### config.mk
export PLATFORM = sky130hd
export DESIGN_NAME = aes_128_ctrl
export DESIGN_NICKNAME = d
export VERILOG_FILES = /design/src/rtl/aes_128_pkg.sv /design/src/rtl/aes_128_ctrl_wdt.sv /design/src/rtl/aes_128_ctrl.sv
export SDC_FILE = /design/constraint.sdc
export NUM_CORES = 1
export LEC_CHECK = 0
export BUFFER_PORTS_ARGS = -buffer_cell sky130_fd_sc_hd__clkbuf_2
export CAP_MARGIN = 20
export CELL_PAD_IN_SITES_DETAIL_PLACEMENT = 1
export CELL_PAD_IN_SITES_GLOBAL_PLACEMENT = 2
export CORE_ASPECT_RATIO = 2
export CORE_MARGIN = 2
export CORE_UTILIZATION = 12
export CTS_CLUSTER_DIAMETER = 120
export DETAILED_ROUTE_END_ITERATION = 10
export PLACE_DENSITY_LB_ADDON = 0.1
export REMOVE_ABC_BUFFERS = 1
export SLEW_MARGIN = 20
export SYNTH_ARGS = -nofsm -noshare
export SYNTH_HDL_FRONTEND = slang
export SYNTH_HIERARCHICAL = 1
export SYNTH_SLANG_ARGS = --single-unit
### constraint.sdc
create_clock -name clk -period 1.2 [get_ports clk]
set_input_delay 0.24 -clock clk [delete_from_list [all_inputs] [get_ports clk]]
set_output_delay 0.24 -clock clk [all_outputs]
set_load 0.02 [all_outputs]
### src/rtl/aes_128_pkg.sv
// rtl/aes_128_pkg.sv - shared constants for the AES-128 controller slice
package aes_128_pkg;

  // Controller state encoding
  localparam logic [2:0] CTRL_IDLE      = 3'd0;
  localparam logic [2:0] CTRL_KEY_START = 3'd1;
  localparam logic [2:0] CTRL_KEY_WAIT  = 3'd2;
  localparam logic [2:0] CTRL_ENC_START = 3'd3;
  localparam logic [2:0] CTRL_ENC_WAIT  = 3'd4;

  // Shared S-box owner select
  localparam logic SBOX_SEL_KEY = 1'b0;
  localparam logic SBOX_SEL_ENC = 1'b1;

  // Default watchdog limit in wait cycles per phase
  localparam int unsigned AES_128_WDT_LIMIT = 64;

endpackage

### src/rtl/aes_128_ctrl_wdt.sv
// rtl/aes_128_ctrl_wdt.sv - saturating wait-cycle watchdog, used only with AES_128_CTRL_WDT_EN
module aes_128_ctrl_wdt
  import aes_128_pkg::*;
#(
  parameter int unsigned LIMIT = AES_128_WDT_LIMIT
) (
  input  logic clk,
  input  logic reset_n,
  input  logic clr,
  input  logic en,
  output logic expired
);

  localparam int CW = $clog2(LIMIT) + 1;
  localparam logic [CW-1:0] LAST = CW'(LIMIT - 1);

  logic [CW-1:0] count_q;
  logic [CW-1:0] count_d;

  // Expiry fires on the edge that completes the LIMIT-th wait cycle
  assign expired = (count_q >= LAST);

  // Count enabled cycles, saturating once expired so the flag cannot wrap away
  always_comb begin
    count_d = count_q;
    if (clr) begin
      count_d = '0;
    end else if (en && !expired) begin
      count_d = count_q + CW'(1);
    end
  end

  // Counter register
  always_ff @(posedge clk or negedge reset_n) begin
    if (!reset_n) begin
      count_q <= '0;
    end else begin
      count_q <= count_d;
    end
  end

endmodule

### src/rtl/aes_128_ctrl.sv
// rtl/aes_128_ctrl.sv - AES-128 command sequencer and shared S-box owner; watchdog via AES_128_CTRL_WDT_EN
module aes_128_ctrl
  import aes_128_pkg::*;
#(
  parameter int unsigned WDT_LIMIT = AES_128_WDT_LIMIT
) (
  input  logic        clk,
  input  logic        reset_n,
  input  logic        init,
  input  logic        next,
  input  logic        key_mem_ready,
  input  logic        enc_ready,
  input  logic [31:0] key_mem_sbox,
  input  logic [31:0] enc_sbox,
  output logic        key_mem_init,
  output logic        enc_next,
  output logic        sbox_sel,
  output logic [31:0] sbox_in,
  output logic        ready,
  output logic        key_valid,
  output logic        result_valid,
  output logic        error
);

  logic [2:0] state_q, state_d;
  logic       guard_q, guard_d;
  logic       key_valid_q, key_valid_d;
  logic       result_valid_q, result_valid_d;
  logic       sbox_sel_q, sbox_sel_d;

`ifdef AES_128_CTRL_WDT_EN
  logic error_q, error_d;
  logic wdt_en;
  logic wdt_expired;

  assign wdt_en = (state_q == CTRL_KEY_WAIT) || (state_q == CTRL_ENC_WAIT);

  aes_128_ctrl_wdt #(
    .LIMIT (WDT_LIMIT)
  ) u_wdt (
    .clk     (clk),
    .reset_n (reset_n),
    .clr     (!wdt_en),
    .en      (wdt_en),
    .expired (wdt_expired)
  );

  assign error = error_q;
`else
  assign error = 1'b0;
`endif

  // Start pulses are pure state decodes so they last exactly one cycle
  assign key_mem_init = (state_q == CTRL_KEY_START);
  assign enc_next     = (state_q == CTRL_ENC_START);
  assign ready        = (state_q == CTRL_IDLE);
  assign key_valid    = key_valid_q;
  assign result_valid = result_valid_q;
  assign sbox_sel     = sbox_sel_q;
  assign sbox_in      = (sbox_sel_q == SBOX_SEL_ENC) ? enc_sbox : key_mem_sbox;

  // Next-state logic; the guard cycle masks the stale ready still high from the previous phase
  always_comb begin
    state_d        = state_q;
    guard_d        = guard_q;
    key_valid_d    = key_valid_q;
    result_valid_d = result_valid_q;
    sbox_sel_d     = sbox_sel_q;
`ifdef AES_128_CTRL_WDT_EN
    error_d        = error_q;
`endif
    case (state_q)
      CTRL_IDLE: begin
        if (init) begin
          state_d        = CTRL_KEY_START;
          key_valid_d    = 1'b0;
          result_valid_d = 1'b0;
          sbox_sel_d     = SBOX_SEL_KEY;
`ifdef AES_128_CTRL_WDT_EN
          error_d        = 1'b0;
`endif
        end else if (next && key_valid_q) begin
          state_d        = CTRL_ENC_START;
          result_valid_d = 1'b0;
          sbox_sel_d     = SBOX_SEL_ENC;
`ifdef AES_128_CTRL_WDT_EN
          error_d        = 1'b0;
`endif
        end
      end
      CTRL_KEY_START: begin
        state_d = CTRL_KEY_WAIT;
        guard_d = 1'b1;
      end
      CTRL_ENC_START: begin
        state_d = CTRL_ENC_WAIT;
        guard_d = 1'b1;
      end
      CTRL_KEY_WAIT, CTRL_ENC_WAIT: begin
        if (guard_q) begin
          guard_d = 1'b0;
        end else if ((state_q == CTRL_KEY_WAIT) ? key_mem_ready : enc_ready) begin
          state_d    = CTRL_IDLE;
          sbox_sel_d = SBOX_SEL_KEY;
          if (state_q == CTRL_KEY_WAIT) begin
            key_valid_d = 1'b1;
          end else begin
            result_valid_d = 1'b1;
          end
`ifdef AES_128_CTRL_WDT_EN
        end else if (wdt_expired) begin
          state_d    = CTRL_IDLE;
          sbox_sel_d = SBOX_SEL_KEY;
          error_d    = 1'b1;
`endif
        end
      end
      default: begin
        state_d    = CTRL_IDLE;
        sbox_sel_d = SBOX_SEL_KEY;
      end
    endcase
  end

  // State registers
  always_ff @(posedge clk or negedge reset_n) begin
    if (!reset_n) begin
      state_q        <= CTRL_IDLE;
      guard_q        <= 1'b0;
      key_valid_q    <= 1'b0;
      result_valid_q <= 1'b0;
      sbox_sel_q     <= SBOX_SEL_KEY;
`ifdef AES_128_CTRL_WDT_EN
      error_q        <= 1'b0;
`endif
    end else begin
      state_q        <= state_d;
      guard_q        <= guard_d;
      key_valid_q    <= key_valid_d;
      result_valid_q <= result_valid_d;
      sbox_sel_q     <= sbox_sel_d;
`ifdef AES_128_CTRL_WDT_EN
      error_q        <= error_d;
`endif
    end
  end

endmodule
======== After elaboration in Yosys (flattened, before gate mapping) ========
Index checks and enable logic that the tools add are counted.
operators by class
  equal/unequal tests ..................... 10
  muxes and demuxes ....................... 24
  bitwise logic cells ..................... 1
  reductions and logical operators ........ 10
operators by type and width
  kind                number
  $mux 32             1
  $mux 1              14
  $mux 3              4
  $pmux 3 s4          1
  $ne 2x2->1 const B  5
  $reduce_and 5->1    2
  $eq 3x2->1 const B  2
  $pmux 1 s2          3
  $reduce_and 4->1    1
  $reduce_bool 2->1   2
  $reduce_or 2->1     2
  $eq 3x1->1 const B  1
  $eq 3x3->1 const B  1
  $logic_not 3->1     1
  $ne 3x2->1 const B  1
  $pmux 1 s3          1
  $reduce_and 3->1    1
  $logic_and 1x1->1   1
  $not 1->1           1
word-level totals
  flip-flop bits (word level) ............. 7
  input bits .............................. 70
  output and inout port bits .............. 39
  logic and storage cells ................. 50

======== Depth between registers and ports, before layout ========
  word-level depth ........................ 5
  depth in mapped cells ................... 5
  mapped depth without buffers ............ 4

======== Worst setup path after synthesis ========
Ideal clock, no wire load.
  path type ............................... flip-flop to output port
  start point ............................. register sbox_sel_q (netlist: sbox_sel)
  end point ............................... output sbox_in[24]
  arrival time ............................ 1.258 ns
  data required time ...................... 0.960 ns
  path slack .............................. -0.298 ns
  stages on the path, launching flop included .. 4
  path buffers ............................ 2
  cell sequence ........................... dfrtp_1 > buf_2 > buf_2 > mux2_1
between the ends
  longest elaborated chain between the ends .. 1
RTL lines
  item                    line                 RTL
  start, declared         aes_128_ctrl.sv:29   logic sbox_sel_q, sbox_sel_d;
  start signal, assigned  aes_128_ctrl.sv:141  sbox_sel_q <= sbox_sel_d;
  $mux 32                 aes_128_ctrl.sv:60   assign sbox_in = (sbox_sel_q == SBOX_SEL_ENC) ? enc_sbox : key_mem_sbox;
  end, declared           aes_128_ctrl.sv:18   output logic [31:0] sbox_in,
No other way between the ends.

======== Final worst setup path ========
  start point ............................. register sbox_sel_q (netlist: sbox_sel)
  end point ............................... output sbox_in[28]
The elaborated chain is that of the path after synthesis.

==> impl_metrics.env <==
export IMPL_yosysUniqueCellTypes=25
export IMPL_timing_hold_ws_ns=0.307
export IMPL_synthTopCellsByArea="mux2_2, dfrtp_1, mux2_1, a21oi_1, buf_6"
export IMPL_grt_pass1_vias=1230
export IMPL_num_rows=41
export IMPL_hold_class="in2reg"
export IMPL_synth_seq_area_share=0.227
export IMPL_core_mm2=0.00626
export IMPL_wire_per_inst_um=14.5
export IMPL_synth_top_area_cell="mux2_2"
export IMPL_critPathCaptureType="primary output"
export IMPL_p_leak_nw=0.895
export IMPL_antenna_left=0
export IMPL_synthAdderAreaFrac=0
export IMPL_final_nets=269
export IMPL_cts_tree="done"
export IMPL_dp_hpwl_um=3440
export IMPL_synth_simple_area_share=0.131
export IMPL_viasPerCell=4.03
export IMPL_insertion_delay_ns=0.23
export IMPL_grt_max_degree=34
export IMPL_grt_pass1_wl_um=5460
export IMPL_cts_sinks=7
export IMPL_period_needed_ns=1.59
export IMPL_clk_pin_slew_ns=0.04
export IMPL_first_iter_violations=14
export IMPL_start_util=0.124
export IMPL_yosysTopAreaCellShare=0.422
export IMPL_slew_violations=0
export IMPL_port_buffers=107
export IMPL_synth_top_family_by_area="multiplexers"
export IMPL_clock_skew_ns=0.00287
export IMPL_synth_xor_area_frac=0
export IMPL_fmax_mhz=628
export IMPL_overflow=0
export IMPL_vias=1144
export IMPL_rsz0062_at_grt="yes"
export IMPL_dieArea_mm2=0.00714
export IMPL_fill_cells=749
export IMPL_required_ns=0.96
export IMPL_gp_congestion=0.773
export IMPL_muxShareOfSynthArea=0.466
export IMPL_io_pins=109
export IMPL_antennaDiodeCount=0
export IMPL_dp_cells=275
export IMPL_multi_input_area_um2=626
export IMPL_synth_cell_area_um2=773
export IMPL_synth_compound_area_frac=0.102
export IMPL_synth_seq_cells=7
export IMPL_vdd_drop_max_v=0.00125
export IMPL_numCtsBuffers=3
export IMPL_startpoint_type="flop"
export IMPL_finalCritPeriodShare=1.33
export IMPL_crit_path_max_fanout=16
export IMPL_final_cell_count_no_fill=284
export IMPL_hold_viol=0
export IMPL_die_width_um=60.8
export IMPL_maxCapViolCount=0
export IMPL_drc=0
export IMPL_status="complete, but fails checks"
export IMPL_setup_violations=38
export IMPL_drive_above_1_share=0.859
export IMPL_violations="setup timing"
export IMPL_grtUsageTotal=0.0991
export IMPL_clockBufferDepth=2
export IMPL_regArea_um2=179
export IMPL_area_growth_pct=128
export IMPL_syn_inst=80
export IMPL_power_density_mw_per_mm2=1760
export IMPL_root_buffer="clkbuf_16"
export IMPL_antenna_found_initial=0
export IMPL_dr_pass1_iters=2
export IMPL_setup_worst_path_class="reg2out"
export IMPL_yosysWarnings=6
export IMPL_cts_htree_levels=1
export IMPL_setup_ws_ns=-0.393
export IMPL_syn_avg_cell_area_um2=9.67
export IMPL_die_height_um=118
export IMPL_arrival_ns=1.35
export IMPL_utilization=0.281
export IMPL_totalWireLength_um=4120
[flip-flops by register name (all words and copies together), names as in the netlist]
name / cells
guard_q: 1
key_valid: 1
result_valid: 1
sbox_sel: 1
state_q: 3
[report_power, final]
part | leakage, nW | switching, mW | internal [mW] | total (mW)
clock | 0.0382 | 0.136 | 0.443 | 0.579
combinational | 0.769 | 0.949 | 1.05 | 2.00
sequential | 0.0875 | 0.165 | 0.348 | 0.512
total | 0.895 | 1.25 | 1.84 | 3.09
[routing by layer]
layer,track usage,share of wire
met1,0.0744,0.29
met3,0.0297,0.14
met5,0,0
met2,0.211,0.56
met4,0.0245,0.0092
[cell type report]
type,count,area share
clock buffer,4,0.0448
tap,86,0.0611
timing repair buffer,121,0.435
multi-input combinational,65,0.355
sequential,7,0.102
inverter,1,0.00213
[cell families after synthesis]
kind of cell           after synthesis
AO/OA/AOI/OAI                       13
buffers and inverters                8
flip-flops                           7
multiplexers                        32
other                                1
AND/OR/NAND/NOR                     19
[Yosys cell counts]
cell / n
a21oi_1: 5
a221oi_1: 1
a31o_2: 1
a31oi_1: 2
and3b_2: 1
buf_2: 4
buf_4: 1
buf_6: 2
conb_1: 1
dfrtp_1: 7
inv_1: 1
mux2_1: 3
mux2_2: 29
nand2_1: 3
nand2b_1: 3
nand3b_1: 1
nor2_1: 6
nor3_1: 2
nor3b_1: 1
o21a_1: 1
o21ai_0: 1
o21ai_1: 1
o22ai_1: 1
or2_1: 1
or2b_1: 1
[through the flow]
| step | cell area (um2) | setup slack [ns] | total power, mW | setup TNS (ns) |
|---|---|---|---|---|
| after CTS | 1640 | -0.424 | 2.90 | -13.92 |
| after global routing | 1760 | -0.432 | 3.28 | -14.21 |
| after detailed placement | 1450 | -0.181 | 2.00 | -5.23 |
| after global placement | 1450 | -0.164 | 1.99 | -4.47 |
| after floorplan | 723 | -0.599 | 1.28 | -19.81 |
| final | 1760 | -0.393 | 3.09 | -12.57 |
[critical path, cell delays in order, from the launching register on]
cell	delay, ns
dfrtp_2	0.44
clkbuf_16	0.20
mux2_1	0.32
buf_2	0.16
[placed cells by master, fill, tap and decap left out, types with 2 or more instances in the layout]
master,synthesis,layout
clkbuf_2,0,80
mux2_2,29,24
buf_2,4,15
buf_6,2,11
buf_4,1,9
mux2_4,0,5
nor2_1,6,4
clkbuf_16,0,4
dfrtp_1,7,4
mux2_1,3,3
a21oi_1,5,3
dfrtp_2,0,3
nor3_2,0,2
nand2b_1,3,2
a21oi_2,0,2
nand2_1,3,2
buf_8,0,2
[final timing paths]
path	to	from	slack, ns	cells past startpoint
setup reg to reg	sbox_sel	state_q[0]	-0.05	5
max in group asynchronous	state_q[2]	reset_n	0.62	2
hold reg to reg	state_q[0]	state_q[2]	0.54	1
setup / recovery	sbox_in[28]	sbox_sel	-0.39	3
hold / removal	key_valid	key_mem_ready	0.31	3
min in group asynchronous	guard_q	reset_n	0.39	2
[repair_timing]
action / CTS / global route
pin swaps: 7 / 3
endpoints found under the setup margin: 37 / 41
gates cloned: 0 / 1
hold buffers: 1 / 0
endpoints found under the hold margin: 7 / 0
setup buffers: 4 / 1
gates resized for setup: 20 / 57
(Power assumes the default switching activity.)
